`config.mk`:
```
export PLATFORM = sky130hd
export DESIGN_NAME = sys_rst_seq_flat
export DESIGN_NICKNAME = d
export VERILOG_FILES = /design/src/rtl/sys_pkg.sv /design/src/rtl/sys_rst_seq_if.sv /design/src/rtl/rst_sync_chain.sv /design/src/rtl/sys_rst_seq.sv /design/src/flat_wrapper.sv
export SDC_FILE = /design/constraint.sdc
export NUM_CORES = 1
export LEC_CHECK = 0
export ABC_AREA = 1
export CAP_MARGIN = 5
export CORE_ASPECT_RATIO = 0.5
export CORE_MARGIN = 2
export CORE_UTILIZATION = 40
export CTS_CLUSTER_DIAMETER = 150
export CTS_CLUSTER_SIZE = 16
export DETAILED_ROUTE_END_ITERATION = 8
export GPL_TIMING_DRIVEN = 0
export SLEW_MARGIN = 20
export SYNTH_ARGS = -nofsm -noshare
export SYNTH_HDL_FRONTEND = slang
export SYNTH_SLANG_ARGS = --single-unit
```
`constraint.sdc`:
```
create_clock -name clk -period 2.2 [get_ports clk]
set_clock_uncertainty 0.15 [all_clocks]
set_input_delay 0.33 -clock clk [delete_from_list [all_inputs] [get_ports clk]]
set_output_delay 0.33 -clock clk [all_outputs]
set_load 0.1 [all_outputs]
```
`src/rtl/sys_pkg.sv`:
```
// Shared types and default timing constants for the reset sequencer and its users.
package sys_pkg;

  localparam int unsigned STATE_W             = 3;
  localparam int unsigned SYNC_STAGES_DEF     = 2;
  localparam int unsigned PWRUP_CYCLES_50M    = 10000;  // 200us at 50MHz
  localparam int unsigned SOFT_RST_CYCLES_DEF = 16;
  localparam int unsigned INIT_TIMEOUT_DEF    = 65535;

  typedef enum logic [STATE_W-1:0] {
    HOLD  = 3'd0,
    PWRUP = 3'd1,
    INIT  = 3'd2,
    RUN   = 3'd3,
    SOFT  = 3'd4
  } seq_state_t;

  function automatic int unsigned max3(input int unsigned a, input int unsigned b,
                                       input int unsigned c);
    int unsigned m;
    m = (a > b) ? a : b;
    return (m > c) ? m : c;
  endfunction

endpackage

```
`src/rtl/sys_rst_seq_if.sv`:
```
// Reset-sequencer control/status bundle; master is the sequencer, slave the SDRAM/system side.
interface sys_rst_seq_if;
  import sys_pkg::*;

  logic               soft_rst_req;
  logic               init_done;
  logic               sys_rst_n;
  logic               init_req;
  logic               sys_ready;
  logic               init_timeout;
  logic [STATE_W-1:0] seq_state;

  modport master (
    input  soft_rst_req, init_done,
    output sys_rst_n, init_req, sys_ready, init_timeout, seq_state
  );

  modport slave (
    output soft_rst_req, init_done,
    input  sys_rst_n, init_req, sys_ready, init_timeout, seq_state
  );

endinterface

```
`src/rtl/rst_sync_chain.sv`:
```
// Async-assert / sync-release reset synchronizer; reusable for any secondary clock domain.
module rst_sync_chain #(
  parameter int unsigned STAGES = 2
) (
  input  logic clk,
  input  logic rst_n,
  output logic sync_ok
);

  logic [STAGES-1:0] chain_q;

  // Shift ones in from the bottom; output is the last stage.
  always_ff @(posedge clk or negedge rst_n) begin
    if (!rst_n) begin
      chain_q <= '0;
    end else begin
      chain_q <= (chain_q << 1) | STAGES'(1);
    end
  end

  assign sync_ok = chain_q[STAGES-1];

endmodule

```
`src/rtl/sys_rst_seq.sv`:
```
// Board reset sequencer: synchronized release, SDRAM power-up wait, init handshake, soft reset.
module sys_rst_seq
  import sys_pkg::*;
#(
  parameter int unsigned SYNC_STAGES     = SYNC_STAGES_DEF,
  parameter int unsigned PWRUP_CYCLES    = PWRUP_CYCLES_50M,
  parameter int unsigned SOFT_RST_CYCLES = SOFT_RST_CYCLES_DEF,
  parameter int unsigned INIT_TIMEOUT    = INIT_TIMEOUT_DEF
) (
  input  logic          clk,
  input  logic          rst_n,
  sys_rst_seq_if.master bus
);

  localparam int unsigned CNT_MAX = max3(PWRUP_CYCLES, INIT_TIMEOUT, SOFT_RST_CYCLES);
  localparam int unsigned CNT_W   = $clog2(CNT_MAX + 1);

  localparam logic [CNT_W-1:0] PWRUP_LAST = CNT_W'(PWRUP_CYCLES - 1);
  localparam logic [CNT_W-1:0] INIT_LAST  = CNT_W'(INIT_TIMEOUT - 1);
  localparam logic [CNT_W-1:0] SOFT_LAST  = CNT_W'(SOFT_RST_CYCLES - 1);

  logic               sync_ok;
  seq_state_t         state_q, state_d;
  logic [CNT_W-1:0]   cnt_q, cnt_d;
  logic               timeout_q, timeout_d;
  logic               sys_rst_n_q, sys_rst_n_d;
  logic               init_req_q, init_req_d;
  logic               sys_ready_q, sys_ready_d;
  logic [STATE_W-1:0] seq_state_q, seq_state_d;

  rst_sync_chain #(.STAGES(SYNC_STAGES)) u_sync (
    .clk     (clk),
    .rst_n   (rst_n),
    .sync_ok (sync_ok)
  );

  // Next state, counter and timeout flag; outputs decode from next state so they land with it.
  always_comb begin
    state_d   = state_q;
    cnt_d     = cnt_q + CNT_W'(1);
    timeout_d = timeout_q;

    case (state_q)
      HOLD: begin
        cnt_d = '0;
        if (sync_ok) state_d = PWRUP;
      end
      PWRUP: begin
        if (cnt_q == PWRUP_LAST) begin
          state_d = INIT;
          cnt_d   = '0;
        end
      end
      INIT: begin
        // Soft reset beats completion; completion beats a coincident timeout.
        if (bus.soft_rst_req) begin
          state_d = SOFT;
          cnt_d   = '0;
        end else if (bus.init_done) begin
          state_d = RUN;
          cnt_d   = '0;
        end else if (cnt_q == INIT_LAST) begin
          state_d   = RUN;
          cnt_d     = '0;
          timeout_d = 1'b1;
        end
      end
      RUN: begin
        cnt_d = '0;
        if (bus.soft_rst_req) state_d = SOFT;
      end
      SOFT: begin
        // A repeat request restarts the hold-off, stretching the reset.
        if (bus.soft_rst_req) begin
          cnt_d = '0;
        end else if (cnt_q == SOFT_LAST) begin
          state_d = INIT;
          cnt_d   = '0;
        end
      end
      default: begin
        state_d = HOLD;
        cnt_d   = '0;
      end
    endcase

    sys_rst_n_d = (state_d == INIT) || (state_d == RUN);
    init_req_d  = (state_d == INIT);
    sys_ready_d = (state_d == RUN);
    seq_state_d = STATE_W'(state_d);
  end

  always_ff @(posedge clk or negedge rst_n) begin
    if (!rst_n) begin
      state_q     <= HOLD;
      cnt_q       <= '0;
      timeout_q   <= 1'b0;
      sys_rst_n_q <= 1'b0;
      init_req_q  <= 1'b0;
      sys_ready_q <= 1'b0;
      seq_state_q <= '0;
    end else begin
      state_q     <= state_d;
      cnt_q       <= cnt_d;
      timeout_q   <= timeout_d;
      sys_rst_n_q <= sys_rst_n_d;
      init_req_q  <= init_req_d;
      sys_ready_q <= sys_ready_d;
      seq_state_q <= seq_state_d;
    end
  end

  assign bus.sys_rst_n    = sys_rst_n_q;
  assign bus.init_req     = init_req_q;
  assign bus.sys_ready    = sys_ready_q;
  assign bus.init_timeout = timeout_q;
  assign bus.seq_state    = seq_state_q;

endmodule

```
`src/flat_wrapper.sv`:
```
// flat-port wrapper written by rule: the top's interface ports become plain ports
module sys_rst_seq_flat import sys_pkg::*;
#(
  parameter int unsigned SYNC_STAGES     = SYNC_STAGES_DEF,
  parameter int unsigned PWRUP_CYCLES    = PWRUP_CYCLES_50M,
  parameter int unsigned SOFT_RST_CYCLES = SOFT_RST_CYCLES_DEF,
  parameter int unsigned INIT_TIMEOUT    = INIT_TIMEOUT_DEF
)
  (clk, rst_n, bus_soft_rst_req, bus_init_done, bus_sys_rst_n, bus_init_req, bus_sys_ready, bus_init_timeout, bus_seq_state);
  sys_rst_seq_if bus_i ();
  input  logic clk;
  input  logic rst_n;
  input wire logic [$bits(bus_i.soft_rst_req)-1:0] bus_soft_rst_req;
  input wire logic [$bits(bus_i.init_done)-1:0] bus_init_done;
  output wire logic [$bits(bus_i.sys_rst_n)-1:0] bus_sys_rst_n;
  output wire logic [$bits(bus_i.init_req)-1:0] bus_init_req;
  output wire logic [$bits(bus_i.sys_ready)-1:0] bus_sys_ready;
  output wire logic [$bits(bus_i.init_timeout)-1:0] bus_init_timeout;
  output wire logic [$bits(bus_i.seq_state)-1:0] bus_seq_state;
  assign bus_i.soft_rst_req = bus_soft_rst_req;
  assign bus_i.init_done = bus_init_done;
  assign bus_sys_rst_n = bus_i.sys_rst_n;
  assign bus_init_req = bus_i.init_req;
  assign bus_sys_ready = bus_i.sys_ready;
  assign bus_init_timeout = bus_i.init_timeout;
  assign bus_seq_state = bus_i.seq_state;
  sys_rst_seq #(.SYNC_STAGES(SYNC_STAGES), .PWRUP_CYCLES(PWRUP_CYCLES), .SOFT_RST_CYCLES(SOFT_RST_CYCLES), .INIT_TIMEOUT(INIT_TIMEOUT)) u_core (.clk(clk), .rst_n(rst_n), .bus(bus_i));
endmodule
```
## Yosys cells after proc, flatten, opt, wreduce, memory -nomap -nowiden

Cells that the tools add are included.

| word-level totals | value |
|---|---|
| register bits | 25 |
| bits of input ports | 4 |
| output and inout bits | 7 |
| logic and storage cells | 38 |

| operators by class | value |
|---|---|
| add/subtract/negate cells | 1 |
| equal/unequal tests | 9 |
| mux-type cells | 16 |
| bitwise operators | 2 |
| reductions and logical operators | 3 |

Operators with widths:

| kind | count |
|---|---|
| two-way mux 16 bit | 6 |
| one-hot mux 16 bit (3 select lines) | 1 |
| two-way mux 3 bit | 8 |
| adder 16 x 1 -> 16 bit (second input constant) | 1 |
| == test 16 x 14 -> 1 bit (second input constant) | 1 |
| == test 16 bit (second input constant) | 1 |
| == test 16 x 4 -> 1 bit (second input constant) | 1 |
| one-hot mux 3 bit (5 select lines) | 1 |
| == test 3 x 2 -> 1 bit (second input constant) | 4 |
| AND reduction 4 bit | 1 |
| == test 3 x 1 -> 1 bit (second input constant) | 1 |
| == test 3 bit (second input constant) | 1 |
| logical NOT 3 bit | 1 |
| NOT 1 bit | 2 |
| logical OR 1 bit | 1 |

## Depth between registers and ports, before layout

Gate-level depths: netlist (run 1).

| depth | value |
|---|---|
| depth in word-level cells | 7 |
| mapped depth | 12 |
| gate-level depth less buffers | 11 |

## Cells and area by module

From an unflattened synthesis (run 1), not the netlist that was laid out.

| second synthesis, totals | value |
|---|---|
| cell total of the unflattened synthesis | 195 |
| area, all modules | 1531.5 um^2 |

Modules (own cells, without submodules):

| module | times used | cells each | area each (um^2) | seq. area each (um^2) |
|---|---|---|---|---|
| sys_rst_seq | 1 | 192 | 1477.7 | 575.6 |
| rst_sync_chain | 1 | 3 | 53.8 | 50.0 |

## Least setup slack after synthesis (run 1)

Ideal clock, no wire load.

| timing | value |
|---|---|
| path kind | register to register |
| from | register u_core.state_q[1] |
| to | register u_core.cnt_q[6] |
| setup time | 0.063 ns |
| data arrival time | 1.870 ns |
| required time | 1.987 ns |
| slack | 0.117 ns |
| cell stages (with the launch flop) | 10 |
| buffers on the path | 1 |
| period minus slack after synthesis | 2.083 ns |
| path through | dfrtp_1 > inv_1 > nor3_2 > nand2_1 > nor2_2 > nand2_2 > nand3_4 > buf_6 > nand2_1 > inv_1 |

| between the ends | value |
|---|---|
| word-level cells in the longest chain between the ends | 2 |
| elaborated cells between the ends (all ways) | 4 |
| those cells by class | 3 x eq/ne; 1 x mux |

RTL lines:

| item | line | text |
|---|---|---|
| from (decl) | sys_rst_seq.sv:23 | `seq_state_t state_q, state_d;` |
| from (signal assigned) | sys_rst_seq.sv:103 | `state_q <= state_d;` |
| == test 3 bit, or another cell as far along | sys_rst_seq.sv:43 | `case (state_q)` |
| one-hot mux 16 bit (3 select lines) * | sys_rst_seq.sv:43 |  |
| named net u_core.cnt_d[6] | sys_rst_seq.sv:24 | `logic [CNT_W-1:0] cnt_q, cnt_d;` |
| to (signal assigned) | sys_rst_seq.sv:104 | `cnt_q <= cnt_d;` |
| to (decl) | sys_rst_seq.sv:24 |  |

Mark *: on every way through the listed nets, which the timed path passes. The rest lies on a longest branch.
A chain may end at the register's enable or synchronous reset.

==> metrics, run 1 <==
P per Cell Area=763 mW/mm²; max-slew violations=0; RSZ-0062 raised after global routing=false; Final Hold Viols=0; residual DRC count=0; min Tclk post-route=2.10 ns; core area=0.00343 mm²; # rows=15; Post-Synthesis Cells=189; first-pass GRT wire length=4250 µm; CTS tree=yes; Ant. Diodes=0; largest net degree at the start of global routing=26; Die ar.=0.00412 mm²; CP bufs+invs=1; NumNets Final=211; gpl congestion=0.856; Rel. slew slack=36.8%; Seq/Total Area, Yosys=43.6%; critical path's slowest cell=dlygate4sd2_1; DR iter-0 viols=55; Total Wirelength=2490 µm; DP Wirelength=1840 µm; # clock sinks=25; IO Pins=11; critical path depth=1; maximum VDD drop=0.000324 V; Die X=88.7 µm; GRT Resource Usage Total=14.0%; vias per cell=4.44; R2R cell count=12; Synth Flop Type=dfrtp_1; Cell Area, Placed=0.00160 mm²; remaining global-route overflow=0; Worst setup SP type=flip-flop; Distinct cells, synth=24; CP Capture Type=output pin; critical path's top delay family=buffers and inverters; most frequent cells in the layout=nand2_1 (47), inv_1 (37), dfrtp_1 (25); asr flop ratio synth=100%; Setup CP Type=reg2out; DR vias=1131; FMAX=0.475 GHz; Max clock buf depth=2; number of global-route vias before repair=964; crit path from=u_core.state_q[2]; Final Util=47.8%; Filler Cells Inserted=372; Worst Setup Slack, final=0.0962 ns; max-cap viol count=0; CP peak stage delay=0.89 ns; DIE HEIGHT=46.4 µm; Reg area=626 µm²; Final period util=95.6%; critical path required time=1.72 ns; Mapped Area=0.00144 mm²; syn_nets=195; share of layout cells above drive strength 1=13.2%; TritonCTS Buffers=3; Yosys reg bits=25; Mean Syn Cell Area=7.60 µm²; most common cell after layout, fill and taps aside=nand2_1; worst-path maximum fanout=7; Synthesis Warnings=0; CTS Root Buffer Type=clkbuf_8; final setup violation count=0; Hold Path Origin=u_core.u_sync.chain_q[0]; Worst-Margin Slew=0.951 ns; IO Port Bufs=10; min-delay worst type=reg2reg; Lkg Pwr=0.000967 µW; antenna viol nets, final=0; TNS Setup=0 ns; CP Cell Sequence=dlygate4sd2_1; initial core utilization=41.8%; Hold Crit Depth=0; initial antenna violation count=0; worst path arrival time=1.62 ns; Reg2Reg Launch Point=u_core.cnt_q[0]; worst slack at placement=0.101 ns; WL per Instance=9.76 µm; H-tree Lvls=1; Synth-to-Final Area Change=14.4%; drt first pass iters=4; area of the multi-input gates=642 µm²; status=complete, no violations; worst skew pair latency=0.27 ns; Finished Cell Area=0.00164 mm²; clock slew at reported path FFs=0.09 ns; Post-synth EDFFs=0
[through the flow]
step / hold WS (ns) / instances / power, µW
2_1_floorplan: -0.116 / 189 / 915
3_3_place_gp: 0.182 / 250 / 1000
3_5_place_dp: 0.190 / 250 / 1010
4_1_cts: 0.212 / 255 / 1280
5_1_grt: 0.225 / 255 / 1350
6_report: 0.206 / 255 / 1250
[cells by family (layout without fill, tap and decap cells)]
kind of cell,count (synthesis),count (layout),share of synthesized area (%)
simple gates,100,100,33.0
flops,25,25,43.6
other cells,1,1,0.261
buf+inv,43,58,11.8
fa+ha+maj,2,2,1.74
compound gates,6,6,2.35
xor+xnor,12,12,7.32
[cell usage after synthesis, types with 2 or more instances]
library cell  instances  share of area (%)
a21oi_1               2               0.70
nand4_1               4                1.7
ha_1                  2                1.7
inv_1                37                9.7
nor2_4                2                1.6
nand2_1              47                 12
nand2_2               8                3.5
dfrtp_1              25                 44
nor2_2                3                1.3
o21ai_0               2               0.70
inv_2                 5                1.3
xor2_1               10                6.1
nor2_1               19                5.0
xnor2_1               2                1.2
nand3_1              12                4.2
[flip-flops by register name, summed over array words and instances (netlist names)]
name and count:
u_core.bus.sys_rst_n 1, u_core.bus.init_timeout 1, u_core.u_sync.chain_q 2, u_core.bus.sys_ready 1, u_core.state_q 3, u_core.cnt_q 16
u_core.bus.init_req 1
[worst paths after layout]
path | end | slack [ns]
max in group asynchronous | u_core.cnt_q[2] | 1.10
min in group asynchronous | u_core.cnt_q[14] | 0.43
hold / removal | u_core.u_sync.chain_q[1] | 0.21
setup reg to reg | u_core.cnt_q[2] | 0.42
hold reg to reg | u_core.u_sync.chain_q[1] | 0.21
setup / recovery | bus_seq_state[2] | 0.1
[routing by layer]
metal	up-vias	part of all wire, %	global-route usage, %
li1	587	-	-
met1	527	50	17.4
met2	17	47	23.7
met3	0	3.1	4.84
met4	0	0	3.64
met5	-	0	0
[timing repair]
action / in CTS / in global routing
buffers inserted: 0 / 0
hold endpoints to repair: 25 / 0
resized for setup: 7 / 0
setup endpoints to repair: 7 / 0
hold buffers: 1 / 0
[cell type report]
cell class	instances	share of cell area (%)
plain buffers	1	0.685
clock buffers	3	2.51
clock inverters	1	0.305
inverters	42	9.60
multi-input cells	121	39.1
flip-flops and latches	25	38.1
well taps	51	3.88
repair buffers	11	5.86
[where the power goes]
part | switching, µW | leakage [µW] | internal, µW
Sequential | 63.1 | 0.000333 | 515
Clock | 140 | 0.0000255 | 127
Combinational | 272 | 0.000609 | 136
Note: power is estimated with default switching activity, not from simulation.
==> run 2: changes to the inputs <==
--- a/config.mk
+++ b/config.mk
@@ -14,7 +14,9 @@
 export CTS_CLUSTER_SIZE = 16
 export DETAILED_ROUTE_END_ITERATION = 8
 export GPL_TIMING_DRIVEN = 0
+export SKIP_LAST_GASP = 1
 export SLEW_MARGIN = 20
 export SYNTH_ARGS = -nofsm -noshare
 export SYNTH_HDL_FRONTEND = slang
 export SYNTH_SLANG_ARGS = --single-unit
+export TNS_END_PERCENT = 5
==> constraint.sdc (replaced) <==
create_clock -name clk -period 2.2 [get_ports clk]
set_clock_uncertainty 0.15 [all_clocks]
set_input_delay 0.22 -clock clk [delete_from_list [all_inputs] [get_ports clk]]
set_output_delay 0.22 -clock clk [all_outputs]
set_load 0.1 [all_outputs]
==> metrics, run 2 (synthesis gave the netlist of run 1 again) <==
max reg flops=16; initial antenna violation count=0; CP Capture Type=output pin; # rows=15; Die X=88.7 µm; critical path's top delay family=buffers and inverters; Final Util=48.1%; most common cell after layout, fill and taps aside=nand2_1; dpl cells=250; Worst-Margin Slew=0.961 ns; min-delay worst type=reg2reg; TNS Setup=-0.0217 ns; # clock sinks=25; min Tclk post-route=2.22 ns; DR iter-0 viols=55; most frequent cells in the layout=nand2_1 (47), inv_1 (37), dfrtp_1 (25); Final Instance Count excl. Fillers=255; max-slew violations=0; critical path's slowest cell=clkdlybuf4s50_1; maximum VDD drop=0.000324 V; DIE HEIGHT=46.4 µm; Lkg Pwr=0.000946 µW; CTS tree=yes; Die ar.=0.00412 mm²; number of global-route vias before repair=963; IO Pins=11; status=finished with violations; DR vias=1131; critical path required time=1.83 ns; Worst Setup Slack, final=-0.0217 ns; gpl congestion=0.856; Worst setup SP type=flip-flop; R2R cell count=12; worst-path maximum fanout=6; Hold Crit Depth=0; GRT Resource Usage Total=13.9%; antenna viol nets, final=0; Top reg by flops=u_core.cnt_q; Rel. slew slack=35.8%; worst slack at placement=0.211 ns; Power Total=1260 µW; P per Cell Area=762 mW/mm²; drt first pass iters=4; remaining global-route overflow=0; clock slew at reported path FFs=0.09 ns; initial core utilization=41.8%; WL per Instance=9.76 µm; Max clock buf depth=2; CP bufs+invs=1; worst path arrival time=1.85 ns; CTS Root Buffer Type=clkbuf_8; max-cap viol count=0; NumNets Final=211; reg2reg setup slack=0.42 ns; Total Wirelength=2490 µm; critical path depth=1; Largest regs=u_core.cnt_q x16, u_core.state_q x3, u_core.u_sync.chain_q x2; H-tree Lvls=1; core area=0.00343 mm²; Final Hold Viols=0; post-CTS setup buffer count=0; CP peak stage delay=1.16 ns; IO Port Bufs=10; final setup violation count=1; RSZ-0062 raised after global routing=true; share of layout cells above drive strength 1=13.2%; worst skew pair latency=0.27 ns; CP Cell Sequence=clkdlybuf4s50_1; TritonCTS Buffers=3; residual DRC count=0; largest net degree at the start of global routing=26; DP Wirelength=1840 µm; Setup CP Type=reg2out; failing checks=negative setup slack; vias per cell=4.44; first-pass GRT wire length=4220 µm; Final period util=101%; Synth-to-Final Area Change=15.1%; Ant. Diodes=0; FMAX=0.450 GHz
==> run 2: changes by cell type in the layout (fill, tap and decap cells not counted) <==
cell             change
dlygate4sd2_1        -6
clkdlybuf4s50_1      +5
dlymetal6s2s_1       +1
==> run 2: final timing paths <==
| path | start | to |
|---|---|---|
| max in group asynchronous | rst_n | u_core.cnt_q[2] |
| min in group asynchronous | rst_n | u_core.cnt_q[14] |
| hold reg to reg | u_core.u_sync.chain_q[0] | u_core.u_sync.chain_q[1] |
| setup reg to reg | u_core.cnt_q[0] | u_core.cnt_q[2] |
| hold / removal | u_core.u_sync.chain_q[0] | u_core.u_sync.chain_q[1] |
| setup / recovery | u_core.state_q[1] | bus_seq_state[1] |
==> run 2: area by class of cell <==
cell class	count	area (µm²)
Fill cell	367	1780
Multi-Input combinational cell	121	642
Tap cell	51	63.8
Buffer	1	11.3
Inverter	42	158
Timing Repair Buffer	11	106
Clock buffer	3	41.3
Sequential cell	25	626
Clock inverter	1	5.00
==> run 2: power breakdown <==
| part | leakage [µW] | switching [µW] | internal (µW) | total, µW |
|---|---|---|---|---|
| Combinational | 0.000588 | 273 | 142 | 414 |
| Clock | 0.0000255 | 140 | 127 | 267 |
| Sequential | 0.000333 | 63.0 | 515 | 578 |
==> run 2: layer usage <==
metal	track usage (%)	vias to the layer above	wire length, µm
met5	0	-	0
met4	3.64	0	0
met3	4.84	0	78
met2	23.6	17	1170
met1	17.2	527	1240
li1	-	587	-
==> run 2: through the flow <==
stage               area [µm²]  hold WS [ns]
global route              1650         0.225
CTS                       1650         0.212
detailed placement        1600         0.106
global placement          1600         0.182
floorplan                 1440        -0.226
finish                    1650         0.206
==> run 2: repair_timing <==
action | 4_1_cts | 5_1_grt
setup endpoints to repair | 3 | 2
hold buffers | 1 | 0
pin swaps | 0 | 0
endpoints found under the hold margin | 25 | 0
gates resized for setup | 1 | 1
==> run 3: changes to the inputs <==
--- a/config.mk
+++ b/config.mk
@@ -8,7 +8,7 @@
 export ABC_AREA = 1
 export CAP_MARGIN = 5
 export CORE_ASPECT_RATIO = 0.5
-export CORE_MARGIN = 2
+export CORE_MARGIN = 1.5
 export CORE_UTILIZATION = 40
 export CTS_CLUSTER_DIAMETER = 150
 export CTS_CLUSTER_SIZE = 16
==> metrics, run 3 (synthesis gave the netlist of run 1 again) <==
Largest regs=u_core.cnt_q x16, u_core.state_q x3, u_core.u_sync.chain_q x2; gpl congestion=0.828; Setup CP Type=reg2out; worst slack at placement=0.218 ns; P per Cell Area=764 mW/mm²; largest net degree at the start of global routing=26; max-slew violations=0; CTS Root Buffer Type=clkbuf_8; critical path's top delay family=buffers and inverters; RSZ-0062 raised after global routing=true; area of the multi-input gates=642 µm²; CP Cell Sequence=clkdlybuf4s50_1; Top reg by flops=u_core.cnt_q; initial core utilization=41.8%; share of layout cells above drive strength 1=13.2%; Power Total=1260 µW; Die ar.=0.00398 mm²; R2R cell count=9; Final period util=102%; worst-path maximum fanout=6; Die X=87.7 µm; post-CTS setup buffer count=0; TritonCTS Buffers=3; Worst setup SP type=flip-flop; first-pass GRT wire length=4170 µm; Worst-Margin Slew=0.964 ns; vias per cell=4.34; Filler Cells Inserted=347; Final Hold Viols=0; antenna viol nets, final=0; NumNets Final=211; Cell Area, Placed=0.00160 mm²; residual DRC count=0; failing checks=negative setup slack; min-delay worst type=reg2reg; TNS Setup=-0.0439 ns; DR vias=1107; H-tree Lvls=1; DR iter-0 viols=39; CP peak stage delay=1.16 ns; Reg area=626 µm²; maximum VDD drop=0.000267 V; Synth-to-Final Area Change=15.1%; remaining global-route overflow=0; Max clock buf depth=2; initial antenna violation count=0; WL per Instance=9.72 µm; critical path depth=1; CP bufs+invs=1; number of global-route vias before repair=971; Total Wirelength=2480 µm; GRT Resource Usage Total=13.9%; Ant. Diodes=0; most common cell after layout, fill and taps aside=nand2_1; Worst Setup Slack, final=-0.0439 ns; final setup violation count=1; critical path required time=1.83 ns; Finished Cell Area=0.00165 mm²; max-cap viol count=0; FMAX=0.446 GHz; min Tclk post-route=2.24 ns; drt first pass iters=4; CP Capture Type=output pin; DIE HEIGHT=45.4 µm; worst setup path end=bus_seq_state[1]; IO Port Bufs=10; critical path's slowest cell=clkdlybuf4s50_1; max reg flops=16; Rel. slew slack=35.6%; Reg2Reg Launch Point=u_core.cnt_q[0]; worst path arrival time=1.87 ns; IO Pins=11; most frequent cells in the layout=nand2_1 (47), inv_1 (37), dfrtp_1 (25); DP Wirelength=1860 µm; # rows=15; RR Endpoint=u_core.cnt_q[6]; Lkg Pwr=0.000946 µW; CTS tree=yes; reg2reg setup slack=0.41 ns; # clock sinks=25; core area=0.00343 mm²; hold_ws=0.205 ns; worst skew pair latency=0.27 ns; clock slew at reported path FFs=0.09 ns; status=finished with violations; crit path from=u_core.state_q[1]
## run 3: metal layers
layer / share of wire [%] / up-vias / track usage, %
li1: - / 585 / -
met1: 50 / 504 / 17.9
met2: 46 / 16 / 23.8
met3: 3.4 / 2 / 3.80
met4: 0.85 / 0 / 2.86
met5: 0 / - / 0
## run 3: area by class of cell
class / instances / share of cell area [%]
flip-flops and latches: 25 / 37.9
clock buffers: 3 / 2.50
plain buffers: 1 / 0.681
repair buffers: 11 / 6.43
multi-input cells: 121 / 38.8
well taps: 51 / 3.86
clock inverters: 1 / 0.303
inverters: 42 / 9.54
## run 3: stage by stage
stage / utilization [%] / cells
2_1_floorplan: - / 189
3_3_place_gp: 46.6 / 250
3_5_place_dp: 46.4 / 250
4_1_cts: 48.1 / 255
5_1_grt: 48.1 / 255
6_report: 48.1 / 255
## run 3: power breakdown
group | switching [µW] | internal (µW) | total, µW
Clock | 142 | 127 | 269
Sequential | 61.7 | 515 | 577
Combinational | 275 | 142 | 416
Total | 478 | 784 | 1260
## run 3: what timing repair did
item	CTS	global route
setup endpoints to repair	3	2
pin swaps	0	0
hold endpoints to repair	25	0
resized for setup	1	1
hold buffers	1	0
## run 3: worst min-delay path by stage
stage,endpoint,from,cells past startpoint,slack (ns)
final,u_core.u_sync.chain_q[1],u_core.u_sync.chain_q[0],0,0.21
after floorplan,u_core.bus.init_req,rst_n,0,-0.23
after CTS,u_core.u_sync.chain_q[1],u_core.u_sync.chain_q[0],0,0.21
after global routing,u_core.u_sync.chain_q[1],u_core.u_sync.chain_q[0],0,0.23
after detailed placement,u_core.cnt_q[0],rst_n,1,0.10
after global placement,u_core.u_sync.chain_q[1],u_core.u_sync.chain_q[0],0,0.18
